### src/rtl/picoblaze_port_hub_pkg.sv
// Address map, error-bit positions and configuration limits for the PicoBlaze port hub.
// There is no logic here: only constants and pure helper functions.
package picoblaze_port_hub_pkg;

  localparam logic [7:0] IN_BASE   = 8'h00;
  localparam logic [7:0] OUT_BASE  = 8'h20;
  localparam logic [7:0] MBOX_BASE = 8'h40;
  localparam logic [7:0] MBOX_STAT = 8'h50;
  localparam logic [7:0] ERR_REG   = 8'h51;
  localparam logic [7:0] IRQ_PEND  = 8'h60;
  localparam logic [7:0] IRQ_MASK  = 8'h61;
  localparam logic [7:0] IRQ_CLR   = 8'h62;

  localparam int ERR_COLL  = 0;
  localparam int ERR_FULL  = 1;
  localparam int ERR_EMPTY = 2;

  function automatic logic [7:0] addr_of(logic [7:0] base, int idx);
    return base + 8'(idx);
  endfunction

  function automatic bit cfg_ok(int nc, int ni, int no, int nm, int nq);
    return (nc >= 1 && nc <= 4) && (ni >= 1 && ni <= 16) && (no >= 1 && no <= 16) &&
           (nm >= 1 && nm <= 8) && (nq >= 1 && nq <= 7);
  endfunction

endpackage

### src/rtl/picoblaze_port_hub_irq_ctrl.sv
// Per-core interrupt controller: rising-edge detect, sticky pending, mask and the interrupt flop.
// interrupt rises on the edge that sets a newly unmasked pending bit; it is held until acknowledged, with no backpressure.
module picoblaze_irq_ctrl
  import picoblaze_port_hub_pkg::*;
#(
  parameter int NUM_IRQ = 4
) (
  input  logic               clk_i,
  input  logic               rst_ni,
  input  logic [NUM_IRQ-1:0] irq_src_i,
  input  logic               mbox_evt_i,
  input  logic               mask_we_i,
  input  logic               clr_we_i,
  input  logic [NUM_IRQ:0]   wdat_i,
  input  logic               ack_i,
  output logic [NUM_IRQ:0]   pend_o,
  output logic [NUM_IRQ:0]   mask_o,
  output logic               irq_o
);

  logic [NUM_IRQ-1:0] hist_q;
  logic [NUM_IRQ:0]   pend_q, pend_d, mask_q, mask_d, set_bits, clr_bits;
  logic               irq_q, irq_d, new_evt;

  always_comb begin
    set_bits = {mbox_evt_i, irq_src_i & ~hist_q};
    clr_bits = clr_we_i ? wdat_i : '0;
    // A set arriving in the same cycle as its clear leaves the bit pending.
    pend_d   = (pend_q & ~clr_bits) | set_bits;
    mask_d   = mask_we_i ? wdat_i : mask_q;
    new_evt  = |((pend_d & mask_d) & ~(pend_q & mask_q));
    irq_d    = (irq_q & ~ack_i) | new_evt;
  end

  always_ff @(posedge clk_i or negedge rst_ni) begin
    if (!rst_ni) begin
      hist_q <= '0;
      pend_q <= '0;
      mask_q <= '0;
      irq_q  <= 1'b0;
    end else begin
      hist_q <= irq_src_i;
      pend_q <= pend_d;
      mask_q <= mask_d;
      irq_q  <= irq_d;
    end
  end

  assign pend_o = pend_q;
  assign mask_o = mask_q;
  assign irq_o  = irq_q;

endmodule

### src/rtl/picoblaze_port_hub.sv
// Per-core I/O decode, shared mailboxes with fixed-priority write arbitration, and a per-core IRQ block.
// Read data is registered one cycle after port_id; writes land on the strobe edge; there is no backpressure.
module picoblaze_port_hub
  import picoblaze_port_hub_pkg::*;
#(
  parameter int NUM_CORES = 2,
  parameter int NUM_IN    = 8,
  parameter int NUM_OUT   = 8,
  parameter int NUM_MBOX  = 4,
  parameter int NUM_IRQ   = 4
) (
  input  logic                          sysclk,
  input  logic                          sysreset,
  input  logic [NUM_CORES*8-1:0]        port_id,
  input  logic [NUM_CORES-1:0]          write_strobe,
  input  logic [NUM_CORES-1:0]          read_strobe,
  input  logic [NUM_CORES*8-1:0]        io_data_in,
  output logic [NUM_CORES*8-1:0]        io_data_out,
  output logic [NUM_CORES-1:0]          interrupt,
  input  logic [NUM_CORES-1:0]          interrupt_ack,
  input  logic [NUM_CORES*NUM_IRQ-1:0]  irq_src,
  input  logic [NUM_CORES*NUM_IN*8-1:0] in_ports,
  output logic [NUM_CORES*NUM_OUT*8-1:0] out_ports
);

  localparam int PW = NUM_IRQ + 1;

  if (!cfg_ok(NUM_CORES, NUM_IN, NUM_OUT, NUM_MBOX, NUM_IRQ)) begin : g_cfg_err
    $error("picoblaze_port_hub: parameter out of range");
  end

  logic [7:0]                    pid  [NUM_CORES];
  logic [7:0]                    wdat [NUM_CORES];
  logic [NUM_CORES*NUM_OUT*8-1:0] out_q, out_d;
  logic [7:0]                    mbox_q [NUM_MBOX];
  logic [7:0]                    mbox_d [NUM_MBOX];
  logic [NUM_MBOX-1:0]           full_q, full_d, taken;
  logic [2:0]                    err_q [NUM_CORES];
  logic [2:0]                    err_d [NUM_CORES];
  logic [NUM_CORES*8-1:0]        rdat_q, rdat_d;
  logic [NUM_CORES-1:0]          mbox_evt, mask_we, clr_we;
  logic [NUM_CORES*PW-1:0]       pend_w, mask_w;

  for (genvar c = 0; c < NUM_CORES; c++) begin : g_core
    assign pid[c]  = port_id[c*8 +: 8];
    assign wdat[c] = io_data_in[c*8 +: 8];

    picoblaze_irq_ctrl #(.NUM_IRQ(NUM_IRQ)) u_irq (
      .clk_i      (sysclk),
      .rst_ni     (sysreset),
      .irq_src_i  (irq_src[c*NUM_IRQ +: NUM_IRQ]),
      .mbox_evt_i (mbox_evt[c]),
      .mask_we_i  (mask_we[c]),
      .clr_we_i   (clr_we[c]),
      .wdat_i     (io_data_in[c*8 +: PW]),
      .ack_i      (interrupt_ack[c]),
      .pend_o     (pend_w[c*PW +: PW]),
      .mask_o     (mask_w[c*PW +: PW]),
      .irq_o      (interrupt[c])
    );
  end

  // Read-strobe side effects are applied first so that same-cycle writes and errors win.
  always_comb begin
    out_d    = out_q;
    full_d   = full_q;
    taken    = '0;
    mbox_evt = '0;
    mask_we  = '0;
    clr_we   = '0;
    for (int m = 0; m < NUM_MBOX; m++) mbox_d[m] = mbox_q[m];
    for (int c = 0; c < NUM_CORES; c++) err_d[c] = err_q[c];

    for (int c = 0; c < NUM_CORES; c++) begin
      if (read_strobe[c]) begin
        if (pid[c] == ERR_REG) err_d[c] = '0;
        for (int m = 0; m < NUM_MBOX; m++) begin
          if (pid[c] == addr_of(MBOX_BASE, m)) begin
            if (!full_q[m]) err_d[c][ERR_EMPTY] = 1'b1;
            full_d[m] = 1'b0;
          end
        end
      end
      if (write_strobe[c]) begin
        for (int i = 0; i < NUM_OUT; i++) begin
          if (pid[c] == addr_of(OUT_BASE, i)) out_d[(c*NUM_OUT+i)*8 +: 8] = wdat[c];
        end
        mask_we[c] = (pid[c] == IRQ_MASK);
        clr_we[c]  = (pid[c] == IRQ_CLR);
      end
    end

    // Cores are scanned in index order, so the first requester of a mailbox owns it this cycle.
    for (int m = 0; m < NUM_MBOX; m++) begin
      for (int c = 0; c < NUM_CORES; c++) begin
        if (write_strobe[c] && pid[c] == addr_of(MBOX_BASE, m)) begin
          if (taken[m]) begin
            err_d[c][ERR_COLL] = 1'b1;
          end else begin
            taken[m]  = 1'b1;
            mbox_d[m] = wdat[c];
            if (full_q[m]) err_d[c][ERR_FULL] = 1'b1;
            full_d[m] = 1'b1;
            for (int k = 0; k < NUM_CORES; k++) begin
              if (k != c) mbox_evt[k] = 1'b1;
            end
          end
        end
      end
    end
  end

  always_comb begin
    rdat_d = '0;
    for (int c = 0; c < NUM_CORES; c++) begin
      for (int i = 0; i < NUM_IN; i++) begin
        if (pid[c] == addr_of(IN_BASE, i)) rdat_d[c*8 +: 8] = in_ports[(c*NUM_IN+i)*8 +: 8];
      end
      for (int i = 0; i < NUM_OUT; i++) begin
        if (pid[c] == addr_of(OUT_BASE, i)) rdat_d[c*8 +: 8] = out_q[(c*NUM_OUT+i)*8 +: 8];
      end
      for (int m = 0; m < NUM_MBOX; m++) begin
        if (pid[c] == addr_of(MBOX_BASE, m)) rdat_d[c*8 +: 8] = mbox_q[m];
      end
      if (pid[c] == MBOX_STAT) rdat_d[c*8 +: NUM_MBOX] = full_q;
      if (pid[c] == ERR_REG)   rdat_d[c*8 +: 3]        = err_q[c];
      if (pid[c] == IRQ_PEND)  rdat_d[c*8 +: PW]       = pend_w[c*PW +: PW];
      if (pid[c] == IRQ_MASK)  rdat_d[c*8 +: PW]       = mask_w[c*PW +: PW];
    end
  end

  always_ff @(posedge sysclk or negedge sysreset) begin
    if (!sysreset) begin
      out_q  <= '0;
      full_q <= '0;
      rdat_q <= '0;
      for (int m = 0; m < NUM_MBOX; m++) mbox_q[m] <= '0;
      for (int c = 0; c < NUM_CORES; c++) err_q[c] <= '0;
    end else begin
      out_q  <= out_d;
      full_q <= full_d;
      rdat_q <= rdat_d;
      for (int m = 0; m < NUM_MBOX; m++) mbox_q[m] <= mbox_d[m];
      for (int c = 0; c < NUM_CORES; c++) err_q[c] <= err_d[c];
    end
  end

  assign io_data_out = rdat_q;
  assign out_ports   = out_q;

endmodule

### config.mk
export PLATFORM = sky130hd
export DESIGN_NAME = picoblaze_port_hub
export DESIGN_NICKNAME = d
export VERILOG_FILES = /design/src/rtl/picoblaze_port_hub_pkg.sv /design/src/rtl/picoblaze_port_hub_irq_ctrl.sv /design/src/rtl/picoblaze_port_hub.sv
export SDC_FILE = /design/constraint.sdc
export NUM_CORES = 1
export LEC_CHECK = 0
export ABC_AREA = 0
export CAP_MARGIN = 25
export CELL_PAD_IN_SITES_DETAIL_PLACEMENT = 0
export CELL_PAD_IN_SITES_GLOBAL_PLACEMENT = 1
export CORE_MARGIN = 3
export CORE_UTILIZATION = 38
export CTS_BUF_LIST = sky130_fd_sc_hd__clkbuf_16
export CTS_CLUSTER_DIAMETER = 200
export CTS_CLUSTER_SIZE = 20
export DETAILED_ROUTE_END_ITERATION = 8
export GPL_TIMING_DRIVEN = 1
export PLACE_DENSITY_LB_ADDON = 0.1
export SYNTH_ARGS = -nofsm -noshare
export SYNTH_HDL_FRONTEND = slang
export SYNTH_HIERARCHICAL = 1
export SYNTH_SLANG_ARGS = --single-unit
### constraint.sdc
create_clock -name sysclk -period 1.8 [get_ports sysclk]
set_input_delay 0.54 -clock sysclk [delete_from_list [all_inputs] [get_ports sysclk]]
set_output_delay 0.54 -clock sysclk [all_outputs]
set_load 0.05 [all_outputs]
==> reports/metrics.cfg <==
[floorplanning]
dieWidth_um = 189.6
core_mm2 = 0.03287
die_y_um = 189.6
row_count = 66
initial_core_util_pct = 38.96
io_pins = 322
die_area_mm2 = 0.03594

[placed_design]
post-dp-hpwl_mm = 46.56
pre_cts_ws_ps = -1343
numPortBuffers = 321
gp_congestion = 1.030

[yosys]
synth_fp_nets = 1446
ys_ff_latch = 215
synth_compound_area_share_pct = 18.54
synth_area_leaders = dfrtp_1, mux2_2, mux2i_1
netlist_area_mm2 = 0.01281
yosysSeqAreaShare_pct = 42.01
synth_top_family_by_area = multiplexers
syn_inst = 1270
synth_xor_xnor_area_share_pct = 0
yosysWarnings = 6
yosys.area_share.simple_pct = 13.78
syn_avg_cell_area_um2 = 10.08
synth_ff_type = dfrtp_1
yosys.area.top_type = dfrtp_1
async_flop_share_pct = 100.0
synth_top_area_share_pct = 42.01
synth.distinct_cells = 79
synth_fa_ha_area_share_pct = 0
synthMuxAreaShare_pct = 21.61
synth_edf_count = 0

[cts]
clock_path_buffers = 3
clkTransAtPathRegs_ps = 100
cts_tree = done
cts_made_buffers = 14
cts.sinks = 215
cts_root_buffer = clkbuf_16
cts_htree_levels = 1
clkLatencyLatePin_ps = 500

[route]
wire_per_inst_um = 26.12
final_antenna_net_count = 0
drt_iter0_markers = 1226
drcViolationCount = 0
num_vias = 13535
first_pass_iters = 6
drt_wl_total_mm = 59.98
drt-vias-per-instance = 5.895

[sta]
hold_ws_ps = 1.189
finalCriticalPeriod_ps = 2127
max_freq_ghz = 0.4701
tns_ps = -10260
finalSetupViolations = 73
relSlewSlack_pct = 56.72
finalClockSkew_ps = 12.54
fin_crit_sh_pct = 118.2
slew_violations = 0
hold_viol = 0
rsz0062_at_grt = yes
setup_ws_ps = -327.4
worst_pin_slew_ps = 647.6

[job]
drv_cap = 0

[global_routing]
antenna_found_initial = 0
grt_pass1_wl_mm = 87.64
grt.total_usage_pct = 32.09
gr-total-overflow = 0
grt_max_degree = 46
grt_pass1_vias = 13521

[power_and_ir_drop]
powerDensity_mw_per_mm2 = 560.5
irDropWorstVdd_v = 0.0007498
total_leakage_power_uw = 0.009868

[finish]
fill_cells = 2629
areaGrowthSynthToFinish_pct = 72.27
layout-drive-gt1-share_pct = 46.06
finalNetCount = 2030
n_antenna_cell = 0

[worst_setup_path]
start_kind = input port
cp.arrival_ps = 2560
path_max_fanout = 5
worst_ep_required_time_ps = 2240
path_class = input port to flip-flop
rr_endpoint = io_data_out[3]
worstReg2RegStart = mbox_q[27]
cp-end-kind = flip-flop
r2r_cells = 6
r2r_slack_ps = 20

[status]
outcome = complete, but fails checks
violations = negative setup slack

[hold_path]
hp-class = input port to asynchronous set/reset pin

-- flip-flops by register name, indices dropped and copies added (netlist names), 4 cells and up --
register	count
g_core.u_irq/mask_o	10
g_core.u_irq/hist_q	8
err_q	5
out_ports	128
g_core.u_irq/pend_o	10
full_q	4
mbox_q	32
io_data_out	16
-- area by class of cell --
cell class	instances	area (um2)	area share (%)
flip-flops and latches	215	5384	24.40
clock buffers	14	350.3	1.588
repair buffers	668	7821	35.45
multi-input cells	938	7865	35.65
well taps	442	553.0	2.507
inverters	17	63.81	0.2892
clock inverters	2	23.77	0.1078
-- power breakdown --
part / leakage (uW) / switching (uW) / internal (uW)
clock: 0.000180 / 1750 / 1420
sequential: 0.00288 / 415 / 5120
combinational: 0.00680 / 1820 / 1840
-- worst max path at each step --
stage | slack (ps) | depth (start not counted) | endpoint | start
3_3_place_gp | -1380 | 9 | io_data_out[7] | port_id[7]
3_5_place_dp | -1340 | 9 | io_data_out[7] | port_id[7]
4_1_cts | -370 | 10 | io_data_out[3] | port_id[5]
2_1_floorplan | -780 | 9 | g_core[0].u_irq/irq_o | port_id[7]
5_1_grt | -350 | 9 | io_data_out[3] | port_id[7]
6_report | -330 | 9 | io_data_out[3] | port_id[7]
-- layer usage --
layer / wire length [um] / track usage, % / vias up
met4: 970 / 5.033 / 0
li1: - / - / 5958
met2: 26700 / 47.99 / 672
met3: 6278 / 9.232 / 69
met5: 0 / 0 / -
met1: 26030 / 47.16 / 6836
-- what timing repair did --
action | CTS | global route
pin swaps | 45 | 60
gates cloned | 1 | 0
hold buffers | 0 | 0
setup buffers | 20 | 31
setup endpoints to repair | 208 | 115
resized for setup | 143 | 141
-- through the flow --
stage | instances | utilization (%) | area, um2 | total power [uW]
floorplan | 1270 | - | 13320 | 6935
global placement | 2235 | 62.15 | 20430 | 9032
detailed placement | 2235 | 62.15 | 20430 | 9063
CTS | 2270 | 64.87 | 21320 | 12280
global route | 2296 | 67.12 | 22060 | 12760
finish | 2296 | 67.12 | 22060 | 12370
-- cell usage after synthesis, drive strengths merged, types with 6 or more instances --
library cell and count:
nand3 33, inv 17, a21o 7, nand2b 9, buf 47, a211oi 20
nor2 77, nor4 6, clkbuf 53, o221ai 8, nor3 22, and3 10
o21ai 78, mux2 154, a31oi 10, nor2b 18, a32oi 16, a22oi 17
o22ai 41, a21oi 73, o211ai 13, dfrtp 215, nor4b 7, a22o 17
a221oi 6, nand2 133, mux2i 62, mux4 18
-- worst max-delay path, cell delays in order --
cell and delay, ps:
buf_8 110, buf_6 110, or4_4 560, nor2_4 110, buf_6 110, o211ai_1 80, a222oi_1 580, o311ai_4 200
a21oi_2 170
-- logic make-up (layout without fill, tap and decap cells) --
group           count (synthesis)  count (layout)
flops                         215             215
compound gates                355             355
simple gates                  349             349
mux                           234             234
buf+inv                       117             701
-- cell usage in the layout, fill, tap and decap left out, types with 15 or more instances in the layout --
cell             count
nand3_1             18
nor2_1              53
o21ai_1             16
mux2i_1             62
buf_12             169
nor2_4              18
a22oi_1             15
mux2_2             140
o22ai_1             34
clkdlybuf4s50_1    149
mux4_2              18
dfrtp_1            212
a21oi_1             59
o21ai_0             54
inv_1               17
a22o_1              16
buf_4              278
nand2_1            122
buf_6               51
nor2b_1             16
Note: power is estimated with default switching activity, not from simulation.
